==> config.mk <==
export PLATFORM = sky130hd
export DESIGN_NAME = id_branch_unit
export DESIGN_NICKNAME = d
export VERILOG_FILES = /design/src/rtl/id_branch_unit.sv
export SDC_FILE = /design/constraint.sdc
export NUM_CORES = 1
export LEC_CHECK = 0
export BUFFER_PORTS_ARGS = -buffer_cell sky130_fd_sc_hd__buf_4
export CELL_PAD_IN_SITES_DETAIL_PLACEMENT = 0
export CELL_PAD_IN_SITES_GLOBAL_PLACEMENT = 1
export CORE_MARGIN = 2
export CORE_UTILIZATION = 32
export CTS_CLUSTER_SIZE = 25
export DETAILED_ROUTE_END_ITERATION = 10
export PLACE_DENSITY_LB_ADDON = 0.2
export SETUP_SLACK_MARGIN = 0.1
export SLEW_MARGIN = 15
export SYNTH_ARGS = -nofsm -noshare
export SYNTH_HDL_FRONTEND = slang
export SYNTH_SLANG_ARGS = --single-unit
==> constraint.sdc <==
create_clock -name clk -period 3 [get_ports clk]
set_clock_uncertainty 0.15 [all_clocks]
set_input_delay 0.15 -clock clk [delete_from_list [all_inputs] [get_ports clk]]
set_output_delay 0.15 -clock clk [all_outputs]
set_load 0.1 [all_outputs]
==> src/rtl/id_branch_unit.sv <==
// rtl/id_branch_unit.sv - IF/ID register, field split and branch resolution with one-bubble squash
module id_branch_unit #(
  parameter int ADDR_W = 10,
  parameter int OP_W   = 6
) (
  input  logic              clk,
  input  logic              reset,
  input  logic [OP_W+9:0]   iFetchedInst,
  input  logic [ADDR_W-1:0] iNew_pc,
  input  logic [2:0]        iFlagsA,
  input  logic [2:0]        iFlagsB,
  output logic [ADDR_W-1:0] oBr_dir,
  output logic              oBr_taken,
  output logic [OP_W-1:0]   oOpcode,
  output logic [9:0]        oOperand,
  output logic [ADDR_W-1:0] oPc,
  output logic              oValid
);

  // Opcode encodings shared with the instruction set definition.
  localparam logic [OP_W-1:0] OP_NOP  = OP_W'('h00);
  localparam logic [OP_W-1:0] OP_JMP  = OP_W'('h20);
  localparam logic [OP_W-1:0] OP_BAEQ = OP_W'('h21);
  localparam logic [OP_W-1:0] OP_BANE = OP_W'('h22);
  localparam logic [OP_W-1:0] OP_BACS = OP_W'('h23);
  localparam logic [OP_W-1:0] OP_BACC = OP_W'('h24);
  localparam logic [OP_W-1:0] OP_BAMI = OP_W'('h25);
  localparam logic [OP_W-1:0] OP_BAPL = OP_W'('h26);
  localparam logic [OP_W-1:0] OP_BBEQ = OP_W'('h27);
  localparam logic [OP_W-1:0] OP_BBNE = OP_W'('h28);
  localparam logic [OP_W-1:0] OP_BBCS = OP_W'('h29);
  localparam logic [OP_W-1:0] OP_BBCC = OP_W'('h2A);
  localparam logic [OP_W-1:0] OP_BBMI = OP_W'('h2B);
  localparam logic [OP_W-1:0] OP_BBPL = OP_W'('h2C);

  typedef enum logic {
    ST_RUN,
    ST_SQUASH
  } state_t;

  state_t                state_q, state_d;
  logic [OP_W+9:0]       inst_q, inst_d;
  logic [ADDR_W-1:0]     new_pc_q, new_pc_d;

  logic [OP_W-1:0]       raw_opcode;
  logic [ADDR_W+OP_W+9:0] inst_ext;
  logic                  cond;

  // IF/ID register and state; reset loads a NOP and starts with a bubble.
  always_ff @(posedge clk) begin
    if (!reset) begin
      state_q  <= ST_SQUASH;
      inst_q   <= {OP_NOP, 10'b0};
      new_pc_q <= '0;
    end else begin
      state_q  <= state_d;
      inst_q   <= inst_d;
      new_pc_q <= new_pc_d;
    end
  end

  // Condition evaluation on the registered opcode against the live flags ({N,Z,C}).
  always_comb begin
    cond       = 1'b0;
    raw_opcode = inst_q[OP_W+9:10];
    case (raw_opcode)
      OP_JMP:  cond = 1'b1;
      OP_BAEQ: cond = iFlagsA[1];
      OP_BANE: cond = ~iFlagsA[1];
      OP_BACS: cond = iFlagsA[0];
      OP_BACC: cond = ~iFlagsA[0];
      OP_BAMI: cond = iFlagsA[2];
      OP_BAPL: cond = ~iFlagsA[2];
      OP_BBEQ: cond = iFlagsB[1];
      OP_BBNE: cond = ~iFlagsB[1];
      OP_BBCS: cond = iFlagsB[0];
      OP_BBCC: cond = ~iFlagsB[0];
      OP_BBMI: cond = iFlagsB[2];
      OP_BBPL: cond = ~iFlagsB[2];
      default: cond = 1'b0;
    endcase
  end

  // Next-state and outputs; SQUASH masks the wrong-path instruction after a taken branch.
  always_comb begin
    state_d   = state_q;
    inst_d    = iFetchedInst;
    new_pc_d  = iNew_pc;
    inst_ext  = {{ADDR_W{1'b0}}, inst_q};
    oBr_dir   = inst_ext[ADDR_W-1:0];
    oPc       = new_pc_q - ADDR_W'(1);
    oBr_taken = 1'b0;
    oValid    = 1'b0;
    oOpcode   = OP_NOP;
    oOperand  = 10'b0;
    case (state_q)
      ST_RUN: begin
        oValid    = 1'b1;
        oOpcode   = inst_q[OP_W+9:10];
        oOperand  = inst_q[9:0];
        oBr_taken = cond;
        if (cond) begin
          state_d = ST_SQUASH;
        end
      end
      ST_SQUASH: begin
        state_d = ST_RUN;
      end
      default: begin
        state_d = ST_SQUASH;
      end
    endcase
  end

endmodule

==> results.sh, run 1 <==
export IMPL_hpwl_mm=2.19
export IMPL_finalPower_mw=1.06
export IMPL_cts_buffers=3
export IMPL_finalHoldViolations=0
export IMPL_grt_use_total_pct=14.1
export IMPL_ir_worst_vdd_v=0.000232
export IMPL_vias=1128
export IMPL_wirelength_mm=2.98
export IMPL_syn_area_sq_um=1190
export IMPL_yosysUniqueCellTypes=28
export IMPL_clock_latency_ns=0.27
export IMPL_syn_inst=129
export IMPL_fmax_mhz=458
export IMPL_fin_crit_ns=2.18
export IMPL_grt_max_degree=30
export IMPL_overflow=0
export IMPL_ys_warnings_count=0
export IMPL_multi_input_area_sq_um=577
export IMPL_final_common_cell="buf_4"
export IMPL_core_area_sq_um=3610
export IMPL_cts_tree="yes"
export IMPL_clock_sinks=27
export IMPL_ctsRootBufferMaster="clkbuf_8"
export IMPL_totalNegativeSetupSlack_ns=0
export IMPL_cts_htree_levels=1
export IMPL_nNetsFinal=252
export IMPL_period_share_pct=72.7
export IMPL_tightest_slew_ns=0.607
export IMPL_synth_edf_count=0
export IMPL_syn2layout_area_growth_pct=72.8
export IMPL_path_cells="nor3_1, nand3_1, nor3_1, xor2_2, buf_4"
export IMPL_port_buffers=71
export IMPL_viasPerCell=4.27
export IMPL_die_w_um=64.9
export IMPL_die_y_um=64.9
export IMPL_finalMaxSlewViolations=0
export IMPL_rsz0062_at_grt="no"
export IMPL_fill_cells=324
export IMPL_cp_common_cell="nor3_1"
export IMPL_dieArea_sq_um=4210
export IMPL_cp_max_fo=3
export IMPL_end_kind="primary output"
export IMPL_num_rows=22
export IMPL_clockBufferDepth=2
export IMPL_cts_setup_buffers=0
export IMPL_async_flop_share_pct=0
export IMPL_post_drt_wl_per_cell_um=11.3
export IMPL_status="completed"
export IMPL_syn_num_nets=164
export IMPL_powerDensity_nw_per_um2=516
export IMPL_grt_pass1_wl_mm=4.61
export IMPL_synth_seq_area_share_pct=45.6
export IMPL_antenna_found_initial=0
export IMPL_final_cell_mix="71 x buf_4, 27 x dfxtp_1, 26 x and2_1, 26 x dlygate4sd3_1, 16 x nor2b_1"
export IMPL_synth_flop_cell="dfxtp_1"
export IMPL_detail_route_antenna_nets=0
export IMPL_critical_path_class="register to primary output"
export IMPL_slew_headroom_pct=59.5
export IMPL_finalSetupViolCount=0
export IMPL_crit_slowest_cell="dfxtp_1"
export IMPL_ioPinCount=72
export IMPL_grt_pass1_vias=1124
export IMPL_drive_gt1_share_pct=39.8
export IMPL_path_clk_slew_ns=0.09
export IMPL_cts_resized=0
export IMPL_antenna_cells=0
export IMPL_gp_congestion=0.720
export IMPL_hp_class="input port to register"
export IMPL_slowest_delay_ns=0.34
export IMPL_ys_ff_latch=27
export IMPL_remaining_drc_errors=0
export IMPL_syn_area_per_cell_sq_um=9.19
export IMPL_start_kind="register"
export IMPL_power_leakage_nw=0.969
export IMPL_initial_core_util_pct=32.9
export IMPL_drtIter0Drc=6
export IMPL_cp_data_arrival_time_ns=1.88
export IMPL_required_ns=2.70
export IMPL_firstDrtPassIters=4
export IMPL_cap_violations=0
export IMPL_seq_area_sq_um=541
## final timing paths
path | start | end | slack, ns | depth (start not counted)
setup / recovery | new_pc_q[4] | oPc[9] | 0.82 | 5
hold / removal | reset | state_q | 0.10 | 2
setup reg to reg | inst_q[13] | state_q | 1.47 | 4
hold reg to reg | inst_q[11] | state_q | 0.36 | 1
## power breakdown
| group | leakage (nW) | switching (mW) | internal (mW) | total (mW) |
|---|---|---|---|---|
| registers | 0.225 | 0.0222 | 0.379 | 0.401 |
| clock network | 0.0217 | 0.109 | 0.0940 | 0.203 |
| logic | 0.722 | 0.324 | 0.130 | 0.454 |
## area by class of cell
cell class              count  area share, %
flip-flops and latches     27           26.4
multi-input cells          80           28.1
repair buffers             97           38.7
well taps                  48           2.93
clock inverters             1          0.366
inverters                   8           1.47
clock buffers               3           2.01
## what timing repair did
item	CTS	global route
endpoints found under the setup margin	0	0
endpoints found under the hold margin	26	0
hold buffers	26	0
## sequential cells by signal (all words and copies together) (netlist names)
name,cells
inst_q,16
new_pc_q,10
state_q,1
## cells in the mapped netlist (all sizes together) (2+ instances only)
master | n | area, sq um
or3 | 2 | 13.8
buf | 10 | 75.1
and2 | 26 | 163
xor2 | 6 | 52.6
nor3 | 4 | 20.0
nor2b | 17 | 106
inv | 8 | 30.0
clkbuf | 4 | 15.0
nor2 | 5 | 18.8
dfxtp | 27 | 541
nand2 | 5 | 18.8
## metrics by stage
| stage | hold slack, ns | worst slack, ns | instances | area [sq um] | util (%) |
|---|---|---|---|---|---|
| after floorplan | 0.122 | 0.235 | 129 | 1240 | - |
| after global placement | 0.205 | 1.18 | 234 | 1740 | 48.3 |
| after detailed placement | 0.210 | 1.12 | 234 | 1740 | 48.3 |
| after CTS | 0.109 | 0.808 | 264 | 2050 | 56.8 |
| after global routing | 0.114 | 0.673 | 264 | 2050 | 56.8 |
| final | 0.104 | 0.819 | 264 | 2050 | 56.8 |
## per-layer routing
layer  vias to the layer above  track usage, %  share of wire (%)
met5                         -               0                  0
met4                         0            6.38                2.1
met3                         8            3.13                6.8
met2                        47            26.9                 54
met1                       505            14.5                 37
li1                        568               -                  -
## cell families (layout without fill, tap and decap cells)
group | Yosys count | after routing | synth area share (%)
xor gates and xnor gates | 7 | 7 | 5.17
AOI/OAI and AO/OA | 9 | 9 | 5.91
adders and majority gates | 1 | 1 | 1.05
buffers and inverters | 22 | 109 | 10.1
DFF | 27 | 27 | 45.6
muxes | 1 | 1 | 1.90
and+or+nand+nor | 62 | 62 | 30.3
## critical path, delay by kind of cell, from the launching register on
family,cells,cell delay (ns)
flops,1,0.34
simple gates,3,0.82
xor+xnor,1,0.15
buf+inv,1,0.30
No activity file was read; power rests on OpenSTA's default activity.
==> run 2, diff against run 1 <==
--- a/config.mk
+++ b/config.mk
@@ -9,7 +9,7 @@
 export CELL_PAD_IN_SITES_DETAIL_PLACEMENT = 0
 export CELL_PAD_IN_SITES_GLOBAL_PLACEMENT = 1
 export CORE_MARGIN = 2
-export CORE_UTILIZATION = 32
+export CORE_UTILIZATION = 29
 export CTS_CLUSTER_SIZE = 25
 export DETAILED_ROUTE_END_ITERATION = 10
 export PLACE_DENSITY_LB_ADDON = 0.2
==> constraint.sdc (replaced) <==
create_clock -name clk -period 2.1 [get_ports clk]
set_clock_uncertainty 0.15 [all_clocks]
set_input_delay 0.105 -clock clk [delete_from_list [all_inputs] [get_ports clk]]
set_output_delay 0.105 -clock clk [all_outputs]
set_load 0.1 [all_outputs]
==> run 2 against run 1 <==
  * Non-clock buffer count up 3
  * Sequential share of layout area is 2.5 points lower
  * Largest power group unchanged
  * Final area rose by 13%
  * Total power up 50%
  * Worst setup slack got worse by 0.69 ns
  * Routed wire length grew 3.2%
  * Clock-buffer cell count grew 1
  * Worst hold slack worse by 0.032 ns
  * Sequential cell count stayed put
  * Die area up 9.7%
==> results.sh, run 2 (synthesis gave the netlist of run 1 again) <==
export IMPL_status="completed"
export IMPL_highest_layer="met4"
export IMPL_ir_worst_vdd_v=0.000315
export IMPL_hp_class="input port to register"
export IMPL_seq_area_sq_um=553
export IMPL_r2r_start="inst_q[13]"
export IMPL_r2r_slack_ns=0.60
export IMPL_fin_ws_ns=0.131
export IMPL_fin_crit_ns=1.97
export IMPL_port_buffers=71
export IMPL_grt_max_degree=30
export IMPL_final_common_cell="buf_4"
export IMPL_period_share_pct=93.8
export IMPL_p_sw_mw=0.677
export IMPL_powerDensity_nw_per_um2=684
export IMPL_num_rows=23
export IMPL_cts_buffers=3
export IMPL_reg_top3="inst_q (16), new_pc_q (10), state_q (1)"
export IMPL_rsz0062_at_grt="yes"
export IMPL_grt_pass1_vias=1130
export IMPL_regMostFlops="inst_q"
export IMPL_ctsRootBufferMaster="clkbuf_8"
export IMPL_grt_use_total_pct=14.6
export IMPL_tightest_slew_ns=0.324
export IMPL_cp_max_fo=5
export IMPL_cp_data_arrival_time_ns=1.71
export IMPL_syn2layout_area_growth_pct=95.7
export IMPL_rr_worst_depth=4
export IMPL_detail_route_antenna_nets=0
export IMPL_power_leakage_nw=1.03
export IMPL_finalHoldViolations=0
export IMPL_largest_reg_flops=16
export IMPL_dieArea_sq_um=4620
export IMPL_internal_power_mw=0.910
export IMPL_ioPinCount=72
export IMPL_multi_input_area_sq_um=759
export IMPL_remaining_drc_errors=0
export IMPL_cts_htree_levels=1
export IMPL_seqPwrFrac_pct=36.1
export IMPL_cap_violations=0
export IMPL_drt_met1_wl_mm=1.19
export IMPL_gp_congestion=0.747
export IMPL_fin_area_sq_um=2320
export IMPL_slew_headroom_pct=78.2
export IMPL_end_kind="primary output"
export IMPL_overflow=0
export IMPL_startpoint="inst_q[12]"
export IMPL_crit_slowest_cell="mux4_2"
export IMPL_combPwrFrac_pct=46.0
export IMPL_wirelength_mm=3.08
export IMPL_drive_gt1_share_pct=49.3
export IMPL_critical_path_class="register to primary output"
export IMPL_rr_endpoint="state_q"
export IMPL_fmax_mhz=508
export IMPL_vias=1140
export IMPL_path_clk_slew_ns=0.08
export IMPL_finalMaxSlewViolations=0
export IMPL_swShare_pct=42.7
export IMPL_drtIter0Drc=33
export IMPL_antenna_cells=0
export IMPL_path_cells="inv_4, mux4_2, a2bb2oi_2, a21oi_4, buf_12"
export IMPL_clkPwrFrac_pct=17.9
export IMPL_fill_cells=341
export IMPL_nNetsFinal=255
export IMPL_start_kind="register"
export IMPL_endpoint="oBr_taken"
export IMPL_place_ws_ns=0.177
export IMPL_viasPerCell=4.24
export IMPL_core_area_sq_um=3970
export IMPL_post_drt_wl_per_cell_um=11.4
export IMPL_antenna_found_initial=0
export IMPL_met2RoutedLength_mm=1.71
export IMPL_die_w_um=68.0
export IMPL_slowest_delay_ns=0.50
export IMPL_hpwl_mm=2.22
export IMPL_wl_met3_um=153
export IMPL_clock_sinks=27
export IMPL_grt_pass1_wl_mm=5.04
export IMPL_initial_core_util_pct=29.9
export IMPL_required_ns=1.85
export IMPL_clockBufferDepth=2
export IMPL_final_cell_mix="69 x buf_4, 26 x and2_1, 26 x dlygate4sd3_1"
export IMPL_cts_tree="yes"
export IMPL_firstDrtPassIters=3
export IMPL_clock_latency_ns=0.26
export IMPL_utilization_pct=58.4
export IMPL_die_y_um=68.0
export IMPL_place_area_sq_um=1920
export IMPL_finalSetupViolCount=0
-- run 2: changes by cell type in the layout (fill, tap and decap cells not counted), moves of 3 or more --
| cell | change |
|---|---|
| dfxtp_2 | +4 |
| buf_12 | +3 |
| nor3_1 | -3 |
| xor2_4 | +5 |
| nor3_4 | +3 |
| xor2_2 | -4 |
| dfxtp_1 | -6 |
-- run 2: power by group through the flow --
| stage | clock, mW | sequential (mW) | combinational, mW |
|---|---|---|---|
| global placement | 0 | 0.582 | 0.658 |
| floorplan | 0 | 0.580 | 0.530 |
| CTS | 0.297 | 0.574 | 0.717 |
| finish | 0.285 | 0.573 | 0.730 |
| global route | 0.321 | 0.578 | 0.762 |
| detailed placement | 0 | 0.584 | 0.663 |
-- run 2: cell type report --
| class | count | share of cell area, % |
|---|---|---|
| Inverter | 8 | 1.73 |
| Clock buffer | 4 | 1.94 |
| Multi-Input combinational cell | 80 | 32.7 |
| Timing Repair Buffer | 100 | 37.1 |
| Tap cell | 50 | 2.70 |
| Sequential cell | 27 | 23.8 |
-- run 2: repair_timing --
item | CTS | global route
buffers inserted | 0 | 2
gates cloned | 0 | 0
endpoints found under the setup margin | 4 | 4
hold buffers | 26 | 0
gates resized for setup | 13 | 10
pin swaps | 2 | 5
hold endpoints to repair | 26 | 0
-- run 2: per-layer routing --
layer | track usage, % | up-vias
met5 | 0 | -
met1 | 16.2 | 520
li1 | - | 579
met4 | 4.50 | 0
met3 | 2.47 | 4
met2 | 28.0 | 37
-- run 2: worst max-delay path: cells and delay by family, from the launching register on --
| kind | cells | cell delay, ns |
|---|---|---|
| AO/OA/AOI/OAI | 2 | 0.33 |
| buffers and inverters | 2 | 0.25 |
| flip-flops | 1 | 0.37 |
| multiplexers | 1 | 0.50 |
-- run 2: worst min path at each step --
stage | start | to | depth (start not counted)
3_3_place_gp | iFetchedInst[7] | inst_q[7] | 2
6_report | reset | inst_q[12] | 2
4_1_cts | reset | new_pc_q[5] | 2
5_1_grt | reset | new_pc_q[5] | 2
3_5_place_dp | iNew_pc[5] | new_pc_q[5] | 2
2_1_floorplan | iFetchedInst[7] | inst_q[7] | 1
-- run 2: stage by stage --
stage	hold WS, ns	TNS [ns]	power (mW)	std cells
2_1_floorplan	0.0767	-0.810	1.11	129
5_1_grt	0.0821	0	1.66	269
4_1_cts	0.0709	0	1.59	267
6_report	0.0721	0	1.59	269
3_5_place_dp	0.167	0	1.25	237
3_3_place_gp	0.158	0	1.24	237
==> run 3, diff against run 2 <==
--- a/config.mk
+++ b/config.mk
@@ -6,10 +6,8 @@
 export NUM_CORES = 1
 export LEC_CHECK = 0
 export BUFFER_PORTS_ARGS = -buffer_cell sky130_fd_sc_hd__buf_4
-export CELL_PAD_IN_SITES_DETAIL_PLACEMENT = 0
-export CELL_PAD_IN_SITES_GLOBAL_PLACEMENT = 1
 export CORE_MARGIN = 2
-export CORE_UTILIZATION = 29
+export CORE_UTILIZATION = 42
 export CTS_CLUSTER_SIZE = 25
 export DETAILED_ROUTE_END_ITERATION = 10
 export PLACE_DENSITY_LB_ADDON = 0.2
==> run 3 against run 2 <==
  * First-iteration DRC count is 30% lower
  * Total power decreased by 2.2%
  * Sequential share of layout area down 0.26 points
  * Global-route usage increased by 9.6 points
  * Clock-buffer cell count did not move
  * Highest routed layer unchanged
==> results.sh, run 3 (synthesis gave the netlist of run 1 again) <==
export IMPL_gp_congestion=0.809
export IMPL_reg_top3="inst_q (16), new_pc_q (10), state_q (1)"
export IMPL_regMostFlops="inst_q"
export IMPL_grt_max_degree=30
export IMPL_rsz0062_at_grt="yes"
export IMPL_hp_class="input port to register"
export IMPL_grt_pass1_vias=1323
export IMPL_fin_area_sq_um=2380
export IMPL_worstHoldStart="iFlagsA[0]"
export IMPL_holdWs_ns=0.121
export IMPL_cap_violations=0
export IMPL_hpwl_mm=2.18
export IMPL_hold_end="state_q"
export IMPL_clockBufferDepth=2
export IMPL_post_drt_wl_per_cell_um=14.0
export IMPL_cts_tree="yes"
export IMPL_rr_worst_depth=4
export IMPL_nNetsFinal=264
export IMPL_antenna_found_initial=0
export IMPL_die_y_um=57.1
export IMPL_dieArea_sq_um=3260
export IMPL_status="completed"
export IMPL_dpl_cell_count=218
export IMPL_finalSetupViolCount=0
export IMPL_remaining_drc_errors=0
export IMPL_initial_core_util_pct=43.8
export IMPL_firstDrtPassIters=4
export IMPL_fin_crit_ns=2.05
export IMPL_required_ns=1.85
export IMPL_cts_htree_levels=1
export IMPL_cp_data_arrival_time_ns=1.79
export IMPL_holdPathStages=4
export IMPL_r2r_slack_ns=0.60
export IMPL_clock_latency_ns=0.31
export IMPL_finalPower_mw=1.55
export IMPL_power_leakage_nw=1.07
export IMPL_critical_path_class="register to primary output"
export IMPL_r2r_start="inst_q[13]"
export IMPL_port_buffers=71
export IMPL_num_rows=19
export IMPL_end_kind="primary output"
export IMPL_die_w_um=57.1
export IMPL_cp_max_fo=5
export IMPL_start_kind="register"
export IMPL_ctsRootBufferMaster="clkbuf_4"
export IMPL_detail_route_antenna_nets=0
export IMPL_path_clk_slew_ns=0.13
export IMPL_viasPerCell=4.79
export IMPL_drtIter0Drc=23
export IMPL_grt_use_total_pct=24.2
export IMPL_largest_reg_flops=16
export IMPL_finalMaxSlewViolations=0
export IMPL_overflow=0
export IMPL_cts_buffers=3
export IMPL_core_area_sq_um=2710
export IMPL_fmax_mhz=488
export IMPL_powerDensity_nw_per_um2=651
export IMPL_antenna_cells=0
export IMPL_vias=1241
export IMPL_fin_cells=259
export IMPL_finalHoldViolations=0
export IMPL_final_common_cell="buf_4"
export IMPL_final_cell_mix="73 x buf_4, 30 x dlygate4sd3_1, 26 x and2_1"
export IMPL_place_area_sq_um=1890
export IMPL_drive_gt1_share_pct=50.9
export IMPL_place_ws_ns=0.155
export IMPL_slew_headroom_pct=76.8
export IMPL_tightest_slew_ns=0.345
export IMPL_rr_endpoint="state_q"
export IMPL_ir_worst_vdd_v=0.000667
export IMPL_fin_ws_ns=0.0504
export IMPL_grt_pass1_wl_mm=6.03
export IMPL_wirelength_mm=3.62
export IMPL_ioPinCount=72
export IMPL_clock_sinks=27
export IMPL_syn2layout_area_growth_pct=101
export IMPL_fill_cells=129
export IMPL_period_share_pct=97.6
## run 3: cell count changes in the layout (fill, tap and decap cells not counted), sizes merged
cell	previous run	this run
buf	74	79
dlygate4sd3	26	30
## run 3: worst max path at each step
stage	startpoint	end	slack (ns)	cells after the start
after CTS	inst_q[12]	oBr_taken	0.05	5
after global routing	inst_q[12]	oBr_taken	-0.05	5
after floorplan	state_q	oOpcode[0]	-0.09	2
final	inst_q[12]	oBr_taken	0.05	5
after global placement	new_pc_q[2]	oPc[9]	0.23	5
after detailed placement	new_pc_q[2]	oPc[9]	0.15	5
## run 3: per-stage QoR
stage               TNS, ns  util, %
detailed placement        0     69.9
global placement          0     69.9
CTS                       0     86.3
floorplan            -0.810        -
global route        -0.0494     88.0
finish                    0     88.0
## run 3: layout make-up
type	count	area, sq um	area share, %
Tap cell	31	38.8	1.63
Sequential cell	27	562	23.6
Multi-Input combinational cell	80	759	31.9
Timing Repair Buffer	109	960	40.3
Inverter	8	37.5	1.57
Clock buffer	4	26.3	1.10
## run 3: critical path, stage by stage (launching register included)
cell	delay (ns)
dfxtp_2	0.37
inv_2	0.08
mux4_2	0.51
a2bb2oi_2	0.17
a21oi_4	0.16
buf_12	0.19
## run 3: what timing repair did
action,4_1_cts,5_1_grt
resized for setup,23,9
pin swaps,7,4
hold endpoints to repair,27,0
hold buffers,30,0
endpoints found under the setup margin,6,6
setup buffers,5,2
## run 3: per-layer routing
metal | vias to the layer above | routed length [um] | global-route usage [%]
met1 | 597 | 1260 | 24.2
met4 | 0 | 74 | 9.63
met5 | - | 0 | 0
met3 | 8 | 185 | 4.99
li1 | 592 | - | -
met2 | 44 | 2100 | 47.6
## run 3: power breakdown
group | switching [mW] | leakage, nW | total [mW] | internal, mW
logic | 0.514 | 0.828 | 0.768 | 0.255
registers | 0.0291 | 0.229 | 0.569 | 0.540
clock network | 0.141 | 0.0150 | 0.215 | 0.0742
total | 0.683 | 1.07 | 1.55 | 0.869
